**src/rtl/sub16_seq_pkg.sv**
```systemverilog
// Shared definitions for the nibble-serial subtractor.
//   state_e  : controller states (IDLE / RUN / DONE)
//   SLICE_W  : width of the slice handled per RUN cycle
package sub16_seq_pkg;

  localparam int SLICE_W = 4;

  typedef enum logic [1:0] {
    IDLE = 2'd0,
    RUN  = 2'd1,
    DONE = 2'd2
  } state_e;

endpackage

```
**src/rtl/sub16_seq_if.sv**
```systemverilog
// Request/result bundle of the nibble-serial subtractor.
//   master : drives start, x, y; observes busy, done, z and flags
//   slave  : the subtractor side
interface sub16_seq_if #(
  parameter int WIDTH = 16
);

  logic             start;
  logic [WIDTH-1:0] x;
  logic [WIDTH-1:0] y;
  logic             busy;
  logic             done;
  logic [WIDTH-1:0] z;
  logic             sign;
  logic             zero;
  logic             borrow;
  logic             parity;
  logic             overflow;

  modport master (
    output start, x, y,
    input  busy, done, z, sign, zero, borrow, parity, overflow
  );

  modport slave (
    input  start, x, y,
    output busy, done, z, sign, zero, borrow, parity, overflow
  );

endinterface

```
**src/rtl/sub16_seq_sub4.sv**
```systemverilog
// Combinational 4-bit subtract slice: d = a - b - bin, bout = borrow out.
//   a, b : slice operands
//   bin  : borrow in
//   d    : slice difference
//   bout : 1 when a - b - bin is negative
module sub4 (
  input  logic [3:0] a,
  input  logic [3:0] b,
  input  logic       bin,
  output logic [3:0] d,
  output logic       bout
);

  logic [4:0] diff;

  // Sign bit of the 5-bit two's-complement result is the borrow.
  assign diff = {1'b0, a} - {1'b0, b} - {4'b0000, bin};
  assign d    = diff[3:0];
  assign bout = diff[4];

endmodule

```
**src/rtl/sub16_seq.sv**
```systemverilog
// Nibble-serial subtractor: z = x - y mod 2^WIDTH, one 4-bit slice per cycle.
//   clk  : clock, rising edge
//   rst  : synchronous active-high reset, aborts any operation
//   bus  : slave side of sub16_seq_if (start/x/y in; busy/done/z/flags out)
//
//   state | meaning
//   IDLE  | waiting for start
//   RUN   | one slice per cycle, LSB nibble first, WIDTH/4 cycles
//   DONE  | one-cycle done pulse; start here is accepted directly
module sub16_seq
  import sub16_seq_pkg::*;
#(
  parameter int WIDTH = 16
) (
  input  logic        clk,
  input  logic        rst,
  sub16_seq_if.slave  bus
);

  localparam int NIB   = WIDTH / SLICE_W;
  localparam int IDX_W = (NIB > 1) ? $clog2(NIB) : 1;
  localparam logic [IDX_W-1:0] LAST_IDX = IDX_W'(NIB - 1);

  state_e             state_q, state_d;
  logic [WIDTH-1:0]   x_q, x_d, y_q, y_d;
  logic [WIDTH-1:0]   acc_q, acc_d;
  logic [IDX_W-1:0]   idx_q, idx_d;
  logic               bin_q, bin_d;
  logic [WIDTH-1:0]   z_q, z_d;
  logic               sign_q, sign_d, zero_q, zero_d, borrow_q, borrow_d;
  logic               parity_q, parity_d, ovf_q, ovf_d;

  logic [SLICE_W-1:0] slice_d;
  logic               slice_bout;
  logic [WIDTH+SLICE_W-1:0] acc_cat;
  logic [WIDTH-1:0]   acc_next;

  // Operands shift right each RUN cycle so the active nibble is always [3:0].
  sub4 u_slice (
    .a    (x_q[SLICE_W-1:0]),
    .b    (y_q[SLICE_W-1:0]),
    .bin  (bin_q),
    .d    (slice_d),
    .bout (slice_bout)
  );

  // New nibble enters at the top; after NIB shifts acc holds the full result.
  assign acc_cat  = {slice_d, acc_q} >> SLICE_W;
  assign acc_next = acc_cat[WIDTH-1:0];

  always_comb begin
    state_d  = state_q;
    x_d      = x_q;
    y_d      = y_q;
    acc_d    = acc_q;
    idx_d    = idx_q;
    bin_d    = bin_q;
    z_d      = z_q;
    sign_d   = sign_q;
    zero_d   = zero_q;
    borrow_d = borrow_q;
    parity_d = parity_q;
    ovf_d    = ovf_q;
    case (state_q)
      IDLE, DONE: begin
        if (bus.start) begin
          x_d     = bus.x;
          y_d     = bus.y;
          acc_d   = '0;
          idx_d   = '0;
          bin_d   = 1'b0;
          state_d = RUN;
        end else begin
          state_d = IDLE;
        end
      end
      RUN: begin
        x_d   = x_q >> SLICE_W;
        y_d   = y_q >> SLICE_W;
        acc_d = acc_next;
        bin_d = slice_bout;
        idx_d = idx_q + 1'b1;
        if (idx_q == LAST_IDX) begin
          state_d  = DONE;
          idx_d    = '0;
          z_d      = acc_next;
          sign_d   = acc_next[WIDTH-1];
          zero_d   = (acc_next == '0);
          borrow_d = slice_bout;
          parity_d = ~^acc_next;
          // On the last slice x_q/y_q[3] are the original operand MSBs.
          ovf_d    = (x_q[SLICE_W-1] & ~y_q[SLICE_W-1] & ~acc_next[WIDTH-1]) |
                     (~x_q[SLICE_W-1] & y_q[SLICE_W-1] & acc_next[WIDTH-1]);
        end
      end
      default: state_d = IDLE;
    endcase
  end

  always_ff @(posedge clk) begin
    if (rst) begin
      state_q  <= IDLE;
      x_q      <= '0;
      y_q      <= '0;
      acc_q    <= '0;
      idx_q    <= '0;
      bin_q    <= 1'b0;
      z_q      <= '0;
      sign_q   <= 1'b0;
      zero_q   <= 1'b0;
      borrow_q <= 1'b0;
      parity_q <= 1'b0;
      ovf_q    <= 1'b0;
    end else begin
      state_q  <= state_d;
      x_q      <= x_d;
      y_q      <= y_d;
      acc_q    <= acc_d;
      idx_q    <= idx_d;
      bin_q    <= bin_d;
      z_q      <= z_d;
      sign_q   <= sign_d;
      zero_q   <= zero_d;
      borrow_q <= borrow_d;
      parity_q <= parity_d;
      ovf_q    <= ovf_d;
    end
  end

  assign bus.busy     = (state_q == RUN);
  assign bus.done     = (state_q == DONE);
  assign bus.z        = z_q;
  assign bus.sign     = sign_q;
  assign bus.zero     = zero_q;
  assign bus.borrow   = borrow_q;
  assign bus.parity   = parity_q;
  assign bus.overflow = ovf_q;

endmodule

```
**src/flat_wrapper.sv**
```systemverilog
// flat-port wrapper written by rule: the top's interface ports become plain ports
module sub16_seq_flat import sub16_seq_pkg::*;
#(
  parameter int WIDTH = 16
)
  (clk, rst, bus_start, bus_x, bus_y, bus_busy, bus_done, bus_z, bus_sign, bus_zero, bus_borrow, bus_parity, bus_overflow);
  sub16_seq_if #(.WIDTH(WIDTH)) bus_i ();
  input  logic clk;
  input  logic rst;
  input wire logic [$bits(bus_i.start)-1:0] bus_start;
  input wire logic [$bits(bus_i.x)-1:0] bus_x;
  input wire logic [$bits(bus_i.y)-1:0] bus_y;
  output wire logic [$bits(bus_i.busy)-1:0] bus_busy;
  output wire logic [$bits(bus_i.done)-1:0] bus_done;
  output wire logic [$bits(bus_i.z)-1:0] bus_z;
  output wire logic [$bits(bus_i.sign)-1:0] bus_sign;
  output wire logic [$bits(bus_i.zero)-1:0] bus_zero;
  output wire logic [$bits(bus_i.borrow)-1:0] bus_borrow;
  output wire logic [$bits(bus_i.parity)-1:0] bus_parity;
  output wire logic [$bits(bus_i.overflow)-1:0] bus_overflow;
  assign bus_i.start = bus_start;
  assign bus_i.x = bus_x;
  assign bus_i.y = bus_y;
  assign bus_busy = bus_i.busy;
  assign bus_done = bus_i.done;
  assign bus_z = bus_i.z;
  assign bus_sign = bus_i.sign;
  assign bus_zero = bus_i.zero;
  assign bus_borrow = bus_i.borrow;
  assign bus_parity = bus_i.parity;
  assign bus_overflow = bus_i.overflow;
  sub16_seq #(.WIDTH(WIDTH)) u_core (.clk(clk), .rst(rst), .bus(bus_i));
endmodule
```
**config.mk**
```make
export PLATFORM = sky130hd
export DESIGN_NAME = sub16_seq_flat
export DESIGN_NICKNAME = d
export VERILOG_FILES = /design/src/rtl/sub16_seq_pkg.sv /design/src/rtl/sub16_seq_if.sv /design/src/rtl/sub16_seq_sub4.sv /design/src/rtl/sub16_seq.sv /design/src/flat_wrapper.sv
export SDC_FILE = /design/constraint.sdc
export NUM_CORES = 1
export LEC_CHECK = 0
export BUFFER_PORTS_ARGS = -buffer_cell sky130_fd_sc_hd__buf_2
export CORE_UTILIZATION = 50
export CTS_CLUSTER_DIAMETER = 120
export DETAILED_ROUTE_END_ITERATION = 6
export GPL_ROUTABILITY_DRIVEN = 0
export GPL_TIMING_DRIVEN = 0
export PLACE_DENSITY_LB_ADDON = 0.1
export SLEW_MARGIN = 20
export SYNTH_ARGS = -nofsm -noshare
export SYNTH_HDL_FRONTEND = slang
export SYNTH_SLANG_ARGS = --single-unit
```
**constraint.sdc**
```tcl
create_clock -name clk -period 6.6 [get_ports clk]
set_clock_uncertainty 0.15 [all_clocks]
set_input_delay 0.99 -clock clk [delete_from_list [all_inputs] [get_ports clk]]
set_output_delay 0.99 -clock clk [all_outputs]
set_load 0.01 [all_outputs]
```
Word-level counts from Yosys, hierarchy flattened
Cells that the tools add are included.
{"block": "op_classes", "add_sub_neg": 3, "eq_ne": 5, "n_mux": 14, "bitwise": 8, "n_reduce_logical": 7}
{"operator": "case mux 16 bit (2 select lines)", "count": 3}
{"operator": "two-way mux 16 bit", "count": 3}
{"operator": "logical NOT 16 bit", "count": 1}
{"operator": "XNOR reduction 16 bit", "count": 1}
{"operator": "case mux 2 bit (2 select lines)", "count": 2}
{"operator": "two-way mux 2 bit", "count": 3}
{"operator": "subtractor 4 x 4 -> 5 bit", "count": 1}
{"operator": "subtractor 5 x 1 -> 5 bit", "count": 1}
{"operator": "AND 1 bit", "count": 4}
{"operator": "== test 2 bit, second input constant", "count": 2}
{"operator": "AND reduction 2 bit", "count": 2}
{"operator": "inverter 1 bit", "count": 3}
{"operator": "adder 2 x 1 -> 2 bit, second input constant", "count": 1}
{"operator": "== test 2 x 1 -> 1 bit, second input constant", "count": 1}
{"operator": "logical NOT 2 bit", "count": 1}
{"operator": "two-way mux 1 bit", "count": 2}
{"operator": "inequality test 2 x 1 -> 1 bit, second input constant", "count": 1}
{"operator": "inequality test 2 bit, second input constant", "count": 1}
{"operator": "case mux 1 bit (2 select lines)", "count": 1}
{"operator": "nonzero test 2 bit", "count": 1}
{"operator": "OR reduction 2 bit", "count": 1}
{"operator": "bitwise OR 1 bit", "count": 1}
{"block": "word_totals", "ff_bits": 74, "output_inout_bits": 23, "elab_cells": 49}

Longest topological paths before layout
{"block": "depth", "word_depth": 5, "ltp_mapped": 10}

Cells and area by module
From an unflattened synthesis, not the netlist that was laid out.
{"block": "unflattened", "hier_cells": 345, "hier_area_um2": 3095.5}
{"module": "sub16_seq", "n_inst": 1, "cells_per_inst": 321, "area_per_inst_um2": 2887.8, "seq_area_each_um2": 1381.3}
{"module": "sub4", "n_inst": 1, "cells_per_inst": 24, "area_per_inst_um2": 207.7, "seq_area_each_um2": 0.0}

Worst setup path before layout
OpenSTA, ideal clock, no wires.
{"block": "synth_timing", "kind": "register -> register", "from": "reg u_core.y_q[0]", "to": "reg u_core.parity_q, in the netlist u_core.bus.parity", "setup_ns": 0.079, "t_arrival_ns": 2.450, "path_slack_ns": 3.920, "stages_incl_launch_ff": 11, "path_buffers": 0, "period_less_slack_ns": 2.680, "cell_sequence": "dfxtp_1 > inv_1 > fa_1 > ha_1 > xnor2_1 > ha_1 > xnor2_1 > xnor3_1 > xnor2_1 > xnor2_1 > a211oi_2"}
{"block": "synth_via", "elab_chain_len": 3}
{"element": "start: declaration", "line": "sub16_seq.sv:25", "text": "logic [WIDTH-1:0] x_q, x_d, y_q, y_d;"}
{"element": "start signal: assignment", "line": "sub16_seq.sv:117", "text": "y_q <= y_d;"}
{"element": "subtractor 4 x 4 -> 5 bit", "line": "sub16_seq_sub4.sv:17", "text": "assign diff = {1'b0, a} - {1'b0, b} - {4'b0000, bin};"}
{"element": "subtractor 5 x 1 -> 5 bit", "line": "sub16_seq_sub4.sv:17"}
{"element": "XNOR reduction 16 bit", "line": "sub16_seq.sv:90", "text": "parity_d = ~^acc_next;"}
{"element": "end signal: assignment", "line": "sub16_seq.sv:125", "text": "parity_q <= parity_d;"}
{"element": "end: declaration", "line": "sub16_seq.sv:31", "text": "logic parity_q, parity_d, ovf_q, ovf_d;"}
No other way between the ends.
A chain may end at the register's enable or synchronous reset.

Worst setup path in the final report
{"block": "layout_timing", "from": "reg u_core.state_q[1]", "to": "out bus_busy"}
{"block": "layout_via", "elab_chain_len": 1}
{"element": "start: declaration", "line": "sub16_seq.sv:24", "text": "state_e state_q, state_d;"}
{"element": "start signal: assignment", "line": "sub16_seq.sv:115", "text": "state_q <= state_d;"}
{"element": "== test 2 x 1 -> 1 bit", "line": "sub16_seq.sv:130", "text": "assign bus.busy = (state_q == RUN);"}
{"element": "end: declaration", "line": "flat_wrapper.sv:13", "text": "output wire logic [$bits(bus_i.busy)-1:0] bus_busy;"}
No other way between the ends.

==> flow_summary.yaml <==
outcome:
  status: "finished, violations left"
  violations: "design-rule violations"
sta:
  hold_violations: 0
  setup_viol: 0
  finalCriticalPeriod_ps: 3122
  slew_viol_final: 0
  fmax_mhz: 320.3
  timing.final.crit_share: 0.4731
  setup_ws_ps: 3478
  timing.hold.ws_ps: 303.9
  tns_ps: 0
  tightestPinTransition_ps: 573.5
  slew_headroom: 0.6177
  rsz0062_at_grt: "no"
setup_path:
  worstSetupEndpointType: "output port"
  reg2reg_depth: 10
  worst_ep_required_time_ps: 5460
  worstSetupPathType: "reg2out"
  crit_fanout: 10
  crit_buf_inv: 4
  reg2reg_to: "u_core.bus.parity$_SDFFE_PP0P_"
  crit-reg2reg-launch: "u_core.bin_q$_SDFFE_PP0P_"
  start_kind: "flop"
  cpPeakStageDelay_ps: 450
  arrival_ps: 1980
  cp_slowest_cell: "buf_1"
  reg2reg_setup_slack_ps: 3510
  worstPathCellList: "nand2b_1, inv_2, clkbuf_1, buf_1, buf_2"
  crit_family: "buffers and inverters"
final_layout:
  final_util: 0.6114
  final_cell_mix: "dfxtp_1, nor2_1, buf_2, nand2_1, a211oi_1"
  fin_nets: 468
  drive_above_1_share: 0.1853
  final_common_cell: "dfxtp_1"
  n_antenna_cell: 0
  syn_to_final_growth_pct: 18.11
detailed_routing:
  vias_per_cell: 5.218
  wl_per_cell_um: 14.25
  wirelength_um: 7068
  drc: 1
  firstDrtPassIters: 6
  drt_iter0_drc: 167
  postRouteAntennaNets: 0
  vias: 2588
synthesis:
  synth-seq-cells: 69
  syn_area_per_cell_um2: 8.730
  ys_types: 29
  synth_area_leaders: "dfxtp_1, nor2_1, a211oi_1"
  synth_fp_nets: 401
  syn_inst: 349
  synth_seq_area_share: 0.4534
  netlist_area_um2: 3047
  synth-edff-count: 0
  ys.flop_type: "dfxtp_1"
  yosys.area.top_type: "dfxtp_1"
  ys_warn_count: 0
  yosysTopAreaCellShare: 0.4534
  async_flop_share: 0
power_and_ir_drop:
  p_comb_frac: 0.224
  clock_power_share: 0.316
  intPower_uw: 693.8
  switching_share: 0.2980
  seqPwrFrac: 0.460
  power.density_nw_per_um2: 274.6
  irDropWorstVdd_mv: 0.1824
  total_power_uw: 988.3
  p_leak_nw: 1.533
  p_sw_uw: 294.5
worst_hold_path:
  whs_endpoint: "u_core.bus.z[9]$_SDFFE_PP0P_"
  whs_path_depth: 2
  hold_class: "reg2reg"
  hold_path_startpoint: "u_core.bus.z[9]$_SDFFE_PP0P_"
clock_network:
  cts_buffers: 9
  clock_latency_ps: 350
  cts.sinks: 69
  cts_root_buf: "clkbuf_8"
  post_cts_resized: 0
  clockBufferDepth: 2
  cts_hold_buf: 0
  cts_tree: "done"
  htreeDepth: 3
  clkSlewWorstSetupHoldPaths_ps: 70
  postCtsSetupBuffers: 0
die:
  die_w_um: 80.06
  die_area_um2: 6410
  start_util: 0.5176
  rows: 28
  die_height_um: 80.06
  io_pins: 58
  coreArea_um2: 5886
grt:
  grt_max_degree: 12
  grt_pass1_wl_um: 11590
  overflow: 0
  gr-usage-all-layers: 0.2439
  antenna_found_initial: 0
  grt_pass1_vias: 2357
job:
  maxCapViolCount: 0
place:
  io_buffers: 56
  place_ws_ps: 3554
  dpl.hpwl_um: 5102
==> synthesized netlist by cell type, types with 3 or more instances <==
| master | instances |
|---|---|
| a22oi_1 | 20 |
| a211oi_1 | 27 |
| a21oi_1 | 19 |
| nand2_1 | 31 |
| nor3_1 | 8 |
| dfxtp_1 | 69 |
| ha_1 | 15 |
| buf_1 | 3 |
| mux2i_1 | 19 |
| clkbuf_1 | 21 |
| inv_1 | 23 |
| nor2_1 | 67 |
| xnor2_1 | 6 |
==> logic make-up (layout without fill, tap and decap cells) <==
| logic type | after synthesis | after routing | synth area share |
|---|---|---|---|
| and+or+nand+nor | 114 | 114 | 0.1507 |
| DFF | 69 | 69 | 0.4534 |
| AOI/OAI and AO/OA | 68 | 68 | 0.1528 |
| buffers and inverters | 51 | 123 | 0.06489 |
| muxes | 19 | 19 | 0.06242 |
| adders and majority gates | 17 | 17 | 0.07474 |
| xor gates and xnor gates | 11 | 11 | 0.04107 |
==> stage by stage <==
| stage | cells | instance area (um2) |
|---|---|---|
| 6_report | 496 | 3598 |
| 5_1_grt | 496 | 3598 |
| 4_1_cts | 496 | 3598 |
| 3_5_place_dp | 480 | 3421 |
| 3_3_place_gp | 480 | 3421 |
| 2_1_floorplan | 349 | 3047 |
==> routing by layer <==
metal	routed length, um	GRT usage
met1	3517	0.3343
met2	3172	0.3718
met3	271	0.06023
met4	107	0.08571
met5	0	0
==> state kept, by name, indices dropped and copies added, names as in the netlist, 2 cells and up <==
name	count
u_core.y_q	16
u_core.x_q	16
u_core.acc_q	12
u_core.state_q	2
u_core.idx_q	2
u_core.bus.z	16
==> power groups by stage <==
stage | registers (mW) | clock network [mW] | logic, mW
floorplan | 0.460 | 0 | 0.170
global placement | 0.464 | 0 | 0.217
detailed placement | 0.464 | 0 | 0.219
CTS | 0.455 | 0.317 | 0.221
global route | 0.458 | 0.340 | 0.244
finish | 0.455 | 0.312 | 0.221
==> tightest hold or removal path: cells and delay by family, from the launching register on <==
kind / cells / cell delay (ps)
AO/OA/AOI/OAI: 1 / 50
flip-flops: 1 / 310
AND/OR/NAND/NOR: 1 / 50
==> worst max path at each step <==
stage / from / endpoint / cells after the start
after floorplan: u_core.y_q[0]$_SDFFE_PP0P_ / u_core.bus.parity$_SDFFE_PP0P_ / 10
after global placement: u_core.bin_q$_SDFFE_PP0P_ / u_core.bus.parity$_SDFFE_PP0P_ / 10
after detailed placement: u_core.bin_q$_SDFFE_PP0P_ / u_core.bus.parity$_SDFFE_PP0P_ / 10
after CTS: u_core.state_q[1]$_SDFFE_PP0P_ / bus_busy / 5
after global routing: u_core.state_q[1]$_SDFFE_PP0P_ / bus_busy / 5
final: u_core.state_q[1]$_SDFFE_PP0P_ / bus_busy / 5
==> area by class of cell <==
cell class                      instances  area (um2)
Fill cell                             552        2287
Sequential cell                        69        1381
Multi-Input combinational cell        229        1468
Inverter                               24       90.09
Tap cell                               75       93.84
Clock buffer                           12       155.1
Timing Repair Buffer                   56       280.3
Buffer                                 27       107.6
Clock inverter                          4       22.52
Note: power is estimated with default switching activity, not from simulation.
